<file path="src/rtl/pbpix_zero_tagger.sv">
// rtl/pbpix_zero_tagger.sv - zero-tagging pixel FIFO with frame boundary marking and per-frame zero count
module pbpix_zero_tagger #(
    parameter int DW        = 8,
    parameter int DEPTH     = 4,
    parameter int FRAME_LEN = 16
) (
    input  logic                               i_clk,
    input  logic                               i_rstn,
    input  logic                               i_clear,
    input  logic                               src_rdy,
    output logic                               src_ack,
    input  logic [DW-1:0]                      src_data,
    output logic                               dst_rdy,
    input  logic                               dst_ack,
    output logic                               dst_zero,
    output logic [DW-1:0]                      dst_data,
    output logic                               dst_last,
    output logic                               frame_done,
    output logic [$clog2(FRAME_LEN+1)-1:0]     frame_zero_cnt
);

    localparam int AW = $clog2(DEPTH);
    localparam int CW = $clog2(DEPTH + 1);
    localparam int PW = $clog2(FRAME_LEN);
    localparam int ZW = $clog2(FRAME_LEN + 1);

    // Storage is never reset; the head is masked to 0 whenever the FIFO is empty.
    logic [DW-1:0]    mem_data_q [DEPTH];
    logic [DEPTH-1:0] mem_zero_q;
    logic [DEPTH-1:0] mem_last_q;

    logic [AW-1:0] wptr_q, wptr_d;
    logic [AW-1:0] rptr_q, rptr_d;
    logic [CW-1:0] count_q, count_d;
    logic [PW-1:0] in_pos_q, in_pos_d;
    logic [ZW-1:0] zacc_q, zacc_d;
    logic [ZW-1:0] fzc_q, fzc_d;
    logic          fdone_q, fdone_d;

    logic full;
    logic empty;
    logic push;
    logic pop;
    logic in_last;

    assign full     = (count_q == CW'(DEPTH));
    assign empty    = (count_q == '0);
    // Acceptance depends only on registered state, so dst_ack never reaches src_ack.
    assign src_ack  = src_rdy && !full && !i_clear;
    assign push     = src_ack;
    assign dst_rdy  = !empty;
    assign pop      = dst_rdy && dst_ack;
    assign in_last  = (in_pos_q == PW'(FRAME_LEN - 1));

    assign dst_data       = empty ? '0   : mem_data_q[rptr_q];
    assign dst_zero       = empty ? 1'b0 : mem_zero_q[rptr_q];
    assign dst_last       = empty ? 1'b0 : mem_last_q[rptr_q];
    assign frame_done     = fdone_q;
    assign frame_zero_cnt = fzc_q;

    // Next-state for pointers, occupancy, frame position and zero accounting; clear wins over push/pop.
    always_comb begin
        wptr_d   = wptr_q;
        rptr_d   = rptr_q;
        count_d  = count_q;
        in_pos_d = in_pos_q;
        zacc_d   = zacc_q;
        fzc_d    = fzc_q;
        fdone_d  = 1'b0;
        if (i_clear) begin
            wptr_d   = '0;
            rptr_d   = '0;
            count_d  = '0;
            in_pos_d = '0;
            zacc_d   = '0;
        end else begin
            if (push) begin
                wptr_d   = wptr_q + AW'(1);
                in_pos_d = in_last ? '0 : in_pos_q + PW'(1);
            end
            if (pop) begin
                rptr_d = rptr_q + AW'(1);
                if (dst_last) begin
                    fzc_d   = zacc_q + ZW'(dst_zero);
                    zacc_d  = '0;
                    fdone_d = 1'b1;
                end else begin
                    zacc_d  = zacc_q + ZW'(dst_zero);
                end
            end
            case ({push, pop})
                2'b10:   count_d = count_q + CW'(1);
                2'b01:   count_d = count_q - CW'(1);
                default: count_d = count_q;
            endcase
        end
    end

    // Control state register with asynchronous active-low reset.
    always_ff @(posedge i_clk or negedge i_rstn) begin
        if (!i_rstn) begin
            wptr_q   <= '0;
            rptr_q   <= '0;
            count_q  <= '0;
            in_pos_q <= '0;
            zacc_q   <= '0;
            fzc_q    <= '0;
            fdone_q  <= 1'b0;
        end else begin
            wptr_q   <= wptr_d;
            rptr_q   <= rptr_d;
            count_q  <= count_d;
            in_pos_q <= in_pos_d;
            zacc_q   <= zacc_d;
            fzc_q    <= fzc_d;
            fdone_q  <= fdone_d;
        end
    end

    // FIFO entry write on every accepted word, tagging zero and frame-last.
    always_ff @(posedge i_clk) begin
        if (push) begin
            mem_data_q[wptr_q] <= src_data;
            mem_zero_q[wptr_q] <= (src_data == '0);
            mem_last_q[wptr_q] <= in_last;
        end
    end

endmodule
</file>
<file path="config.mk">
export PLATFORM = sky130hd
export DESIGN_NAME = pbpix_zero_tagger
export DESIGN_NICKNAME = d
export VERILOG_FILES = /design/src/rtl/pbpix_zero_tagger.sv
export SDC_FILE = /design/constraint.sdc
export NUM_CORES = 1
export LEC_CHECK = 0
export BUFFER_PORTS_ARGS = -buffer_cell sky130_fd_sc_hd__buf_2
export CAP_MARGIN = 0
export CORE_UTILIZATION = 55
export CTS_CLUSTER_DIAMETER = 120
export DETAILED_ROUTE_END_ITERATION = 12
export GPL_TIMING_DRIVEN = 1
export PLACE_DENSITY = 0.88
export SLEW_MARGIN = 20
export SYNTH_ARGS = -nofsm -noshare
export SYNTH_HDL_FRONTEND = slang
export SYNTH_SLANG_ARGS = --single-unit
</file>
<file path="constraint.sdc">
create_clock -name i_clk -period 3.6 [get_ports i_clk]
set_clock_uncertainty 0.1 [all_clocks]
set_input_delay 0.18 -clock i_clk [delete_from_list [all_inputs] [get_ports i_clk]]
set_output_delay 0.18 -clock i_clk [all_outputs]
set_load 0.05 [all_outputs]
</file>
=== Yosys cells after proc, flatten, opt, wreduce, memory -nomap -nowiden ===
Memories as Yosys holds them, arrays and structs flattened.
Index checks and enable logic that the tools add are counted.

* Bits in registers: 30
* Bits in writable memories: 32
* Bits of input ports: 13
* Output and inout bits: 18
* Memories: 1

{| class="wikitable"
|+ Memories
! memory !! words !! width !! read ports !! clocked after memory_dff !! write ports !! RTL line !! RTL
|-
| mem_data_q || 4 || 8 || 1 || 0 || 1 || 28 || <nowiki>logic [DW-1:0] mem_data_q [DEPTH];</nowiki>
|}

* Add/sub/neg operators: 6
* $lt $le $gt $ge: 3
* Equality and inequality tests: 4
* Mux-type cells: 28
* Bitwise operators: 1
* Reduce and logical (&&, ||, !) cells: 13

{| class="wikitable"
|+ Operators with widths
! kind !! number
|-
| $mux 5 || 3
|-
| $mux 4 || 3
|-
| $mux 1 || 10
|-
| $bwmux 4 || 2
|-
| $logic_not 8->1 || 1
|-
| $mux 2 || 4
|-
| $mux 8 || 1
|-
| $lt 2x3->1 const B || 2
|-
| $pmux 3 s2 || 1
|-
| $add 5x1->5 || 1
|-
| $add 2x1->2 const B || 2
|-
| $add 4x1->4 const B || 1
|-
| $bmux 1 s2 || 2
|-
| $eq 4x4->1 const B || 1
|-
| $logic_and 1x1->1 || 4
|-
| $reduce_bool 2->1 || 2
|-
| $add 3x1->3 const B || 1
|-
| $eq 3x3->1 const B || 1
|-
| $logic_not 1->1 || 3
|-
| $logic_not 3->1 || 1
|-
| $mux 3 || 1
|-
| $reduce_and 3->1 || 1
|-
| $reduce_bool 3->1 || 1
|-
| $sub 3x1->3 const B || 1
|-
| other kinds (5) || 5
|}

=== Logic depth before layout (Yosys ltp) ===
* Depth after elaboration: 7
* Depth in mapped cells: 10

=== Worst setup path after synthesis ===
Ideal clock, no wire load.

* Kind: register to register
* Start: reg count_q[1]
* End: reg count_q[2]
* Library setup time: 0.082 ns
* Data arrival time: 2.973 ns
* Path slack: 0.445 ns
* Stages on the path, launching flop included: 9
* Cells stage by stage: dfrtp_1 buf_2 o31ai_4 nor2_1 nor2_1 fa_1 or4b_2 a21o_1 a31oi_1

* Word-level cells in the longest chain between the ends: 7

{| class="wikitable"
|+ RTL lines
! item !! RTL line !! RTL
|-
| start, declared || 34 || <nowiki>logic [CW-1:0] count_q, count_d;</nowiki>
|-
| start signal, assigned || 112 || <nowiki>count_q <= count_d;</nowiki>
|-
| $eq 3x3->1 (*) || 46 || <nowiki>assign full = (count_q == CW'(DEPTH));</nowiki>
|-
| $logic_not 1->1 (*) || 49 || <nowiki>assign src_ack = src_rdy && !full && !i_clear;</nowiki>
|-
| $logic_and 1x1->1 (*) (2 in series) || 49 ||
|-
| via src_ack || 11 || <nowiki>output logic src_ack,</nowiki>
|-
| $eq 2x1->1 or $eq 2x2->1 (tied branches) || 91 || <nowiki>case ({push, pop})</nowiki>
|-
| $pmux 3 s2 || 91 ||
|-
| $mux 3 || 70 || <nowiki>if (i_clear) begin</nowiki>
|}

Mark *: on every way through the listed nets, which the timed path passes. The rest lies on a longest branch.
A chain may end at the register's enable or synchronous reset.

=== Worst setup path after layout ===
* Start: reg count_q[1]
* End: reg count_q[2]

* Word-level cells in the longest chain between the ends: 7

{| class="wikitable"
|+ RTL lines
! item !! RTL line
|-
| $eq 3x3->1 || 46
|-
| $logic_not 1->1 || 49
|-
| $logic_and 1x1->1 (2 in series) || 49
|-
| $eq 2x1->1 or $eq 2x2->1 (tied branches) || 91
|-
| $pmux 3 s2 || 91
|-
| $mux 3 || 70
|}

Parallel ways exist; a longest one is shown, timed or not.

==> results.sh <==
export IMPL_outcome="finished, final reports clean"
export IMPL_power_combinational_fraction=0.346
export IMPL_cp_data_arrival_time_ns=2.88
export IMPL_timing_final_setup_violations=0
export IMPL_final_min_clock_period_ns=2.74
export IMPL_worst_endpoint_required_ns=3.75
export IMPL_yosys_warnings=0
export IMPL_layout_cells_most_common_list="edfxtp_1 (40), buf_2 (30), dfrtp_1 (22)"
export IMPL_worstSetupPathType="reg -> reg"
export IMPL_fp_row_count=25
export IMPL_design_die_area_um2=5320
export IMPL_cts_htree_levels=3
export IMPL_tritoncts="done"
export IMPL_clockPowerShare=0.268
export IMPL_clockBufferDepth=2
export IMPL_clk_insertion_delay_late_ns=0.33
export IMPL_ys_types=38
export IMPL_post_drt_via_cell_ratio=5.26
export IMPL_initialDrtViolationCount=109
export IMPL_synth_nets=206
export IMPL_relSlewSlack=0.619
export IMPL_netSwitchingPower_uw=834
export IMPL_synth_yosys_seq_area_share=0.633
export IMPL_place_detailed_hpwl_um=3180
export IMPL_gp_congestion=0.808
export IMPL_worst_r2r_endpoint="count_q[2]$_DFFE_PN0P_"
export IMPL_reg2regPathDepth=7
export IMPL_grt_first_pass_wirelength_um=7450
export IMPL_timing_hold_worst_class="in -> reg"
export IMPL_synth_edf_count=40
export IMPL_post_synth_instance_area_um2=2770
export IMPL_pwr_share_seq=0.386
export IMPL_clkSinkCount=62
export IMPL_layout_nets=251
export IMPL_final_cell_area_um2=3280
export IMPL_reported_max_cap_violation_count=0
export IMPL_rr_startpoint="count_q[1]$_DFFE_PN0P_"
export IMPL_fraction_of_final_layout_cells_with_drive_strength_greater_than_1=0.285
export IMPL_drtPass1Iterations=4
export IMPL_power_density_nw_per_um2=695
export IMPL_route_vias_total=1589
export IMPL_tritoncts_buffer_count=9
export IMPL_clk_root_buffer_cell="clkbuf_8"
export IMPL_setup_worst_path_start_class="register"
export IMPL_timing_reg2reg_setup_slack_ns=0.86
export IMPL_timing_critical_path_fanout_max=9
export IMPL_initial_core_util=0.578
export IMPL_internal_power_mw=1.44
export IMPL_maxClockFrequency_mhz=366
export IMPL_whs_endpoint="in_pos_q[0]$_DFFE_PN0P_"
export IMPL_largest_net_degree_at_the_start_of_global_routing=23
export IMPL_totalWireLength_um=4780
export IMPL_core_um2=4790
export IMPL_clkTransAtPathRegs_ns=0.07
export IMPL_swShare=0.366
export IMPL_pin_count=31
export IMPL_hold_viol_final=0
export IMPL_die_y_um=72.9
export IMPL_max_vdd_ir_drop_v=0.000352
export IMPL_synth_async_reset_ratio=0.355
export IMPL_synth_top_flop_cell="edfxtp_1"
export IMPL_fp_dieW_um=72.9
export IMPL_antenna_found_initial=0
export IMPL_finalCritPeriodShare=0.760
export IMPL_antenna_violating_nets_post_route=0
export IMPL_grt_setup_unrepaired="false"
export IMPL_avgRoutedWirePerCell_um=15.8
export IMPL_dpl_instance_area_um2=2990
export IMPL_route_detailed_drc=0
export IMPL_setup_worst_path_start="count_q[1]$_DFFE_PN0P_"
export IMPL_global_route_overflow_total=0
export IMPL_worst_hold_path_num_cells=2
export IMPL_grt_pass1_vias=1562
export IMPL_final_common_cell="edfxtp_1"
export IMPL_slew_violations=0
export IMPL_grt_usage=0.200
export IMPL_post_synthesis_cell_count=185
export IMPL_ys_ff_latch=62
export IMPL_synthToLayoutAreaGrowth_pct=18.6
export IMPL_syn_area_per_cell_um2=14.9
export IMPL_place_port_buffers=30
export IMPL_diodes=0
export IMPL_timing_setup_tns_ns=0
export IMPL_worstSetupEndpointType="register"
export IMPL_tightestPinTransition_ns=0.572
export IMPL_min_from="i_clear"
export IMPL_leakage_nw=1.32
==> critical path, cell delays in order, from the launching register on <==
cell and delay, ns:
dfrtp_1 0.56, o31ai_4 0.18, nor2_1 0.26, nor2_1 0.11, fa_1 0.43, or4b_2 0.68, a21o_1 0.19, a31oi_1 0.14
==> through the flow <==
stage | instances | hold slack [ns] | utilization | setup slack (ns) | total power, mW
finish | 302 | 0.127 | 0.685 | 0.864 | 2.28
global route | 302 | 0.129 | 0.685 | 0.679 | 2.37
CTS | 302 | 0.111 | 0.685 | 0.865 | 2.30
detailed placement | 277 | 0.0706 | 0.624 | 0.885 | 1.68
global placement | 277 | 0.0574 | 0.624 | 1.02 | 1.66
floorplan | 185 | -0.216 | - | 0.445 | 1.50
==> kinds of logic (layout without fill, tap and decap cells) <==
kind of cell,Yosys count,count (layout),share of synthesized area
mux,22,22,0.132
buf+inv,13,63,0.0195
compound gates,17,17,0.0443
flops,62,62,0.633
simple gates,55,55,0.107
xor+xnor,8,8,0.0253
fa+ha+maj,8,8,0.0389
==> timing repair <==
item / in CTS / in global routing
hold buffers: 9 / 0
endpoints found under the setup margin: 0 / 0
buffers inserted: 0 / 0
endpoints found under the hold margin: 54 / 0
resized for setup: 0 / 0
==> registers in the layout (all words and copies together), names as in the netlist <==
signal,flops
mem_last_q,4
in_pos_q,4
frame_zero_cnt,5
mem_zero_q,4
frame_done,1
count_q,3
mem_data_q,32
wptr_q,2
rptr_q,2
zacc_q,5
==> power by group through the flow <==
stage	sequential, mW	combinational (mW)	clock, mW
after floorplan	0.882	0.614	0
after global placement	0.886	0.770	0
after CTS	0.879	0.797	0.622
after global routing	0.886	0.842	0.646
after detailed placement	0.894	0.786	0
final	0.879	0.789	0.610
==> worst max path at each step <==
stage	to	slack [ns]
3_5_place_dp	count_q[2]$_DFFE_PN0P_	0.88
4_1_cts	count_q[2]$_DFFE_PN0P_	0.86
6_report	count_q[2]$_DFFE_PN0P_	0.86
2_1_floorplan	count_q[2]$_DFFE_PN0P_	0.45
5_1_grt	count_q[2]$_DFFE_PN0P_	0.68
3_3_place_gp	count_q[2]$_DFFE_PN0P_	1.02
==> Yosys cell counts (2+ instances only) <==
| cell type | instances | area [um2] |
|---|---|---|
| a21oi_1 | 6 | 30.0 |
| and2_1 | 5 | 31.3 |
| buf_1 | 2 | 7.51 |
| buf_2 | 4 | 20.0 |
| clkbuf_1 | 2 | 7.51 |
| dfrtp_1 | 22 | 551 |
| edfxtp_1 | 40 | 1200 |
| ha_1 | 7 | 87.6 |
| inv_1 | 4 | 15.0 |
| mux2_4 | 6 | 90.1 |
| mux2i_1 | 6 | 60.1 |
| mux4_2 | 9 | 203 |
| nand2_1 | 7 | 26.3 |
| nand2b_1 | 2 | 12.5 |
| nand3_1 | 7 | 35.0 |
| nor2_1 | 14 | 52.6 |
| nor2b_1 | 11 | 68.8 |
| o21ai_0 | 4 | 20.0 |
| or4_1 | 2 | 15.0 |
| xnor2_1 | 5 | 43.8 |
| xor2_1 | 3 | 26.3 |
==> final cells by class <==
class,count,area (um2)
Sequential cell,62,1750
Fill cell,321,1510
Multi-Input combinational cell,110,960
Timing Repair Buffer,42,263
Clock buffer,13,159
Tap cell,67,83.8
Clock inverter,3,42.5
Inverter,5,18.8
==> per-layer routing <==
| metal | GRT usage | vias up | routed length, um |
|---|---|---|---|
| li1 | - | 773 | - |
| met5 | 0 | - | 0 |
| met2 | 0.326 | 39 | 2410 |
| met4 | 0.100 | 0 | 85 |
| met1 | 0.243 | 767 | 2090 |
| met3 | 0.0608 | 10 | 200 |
Power figures use the tool's default switching activity.
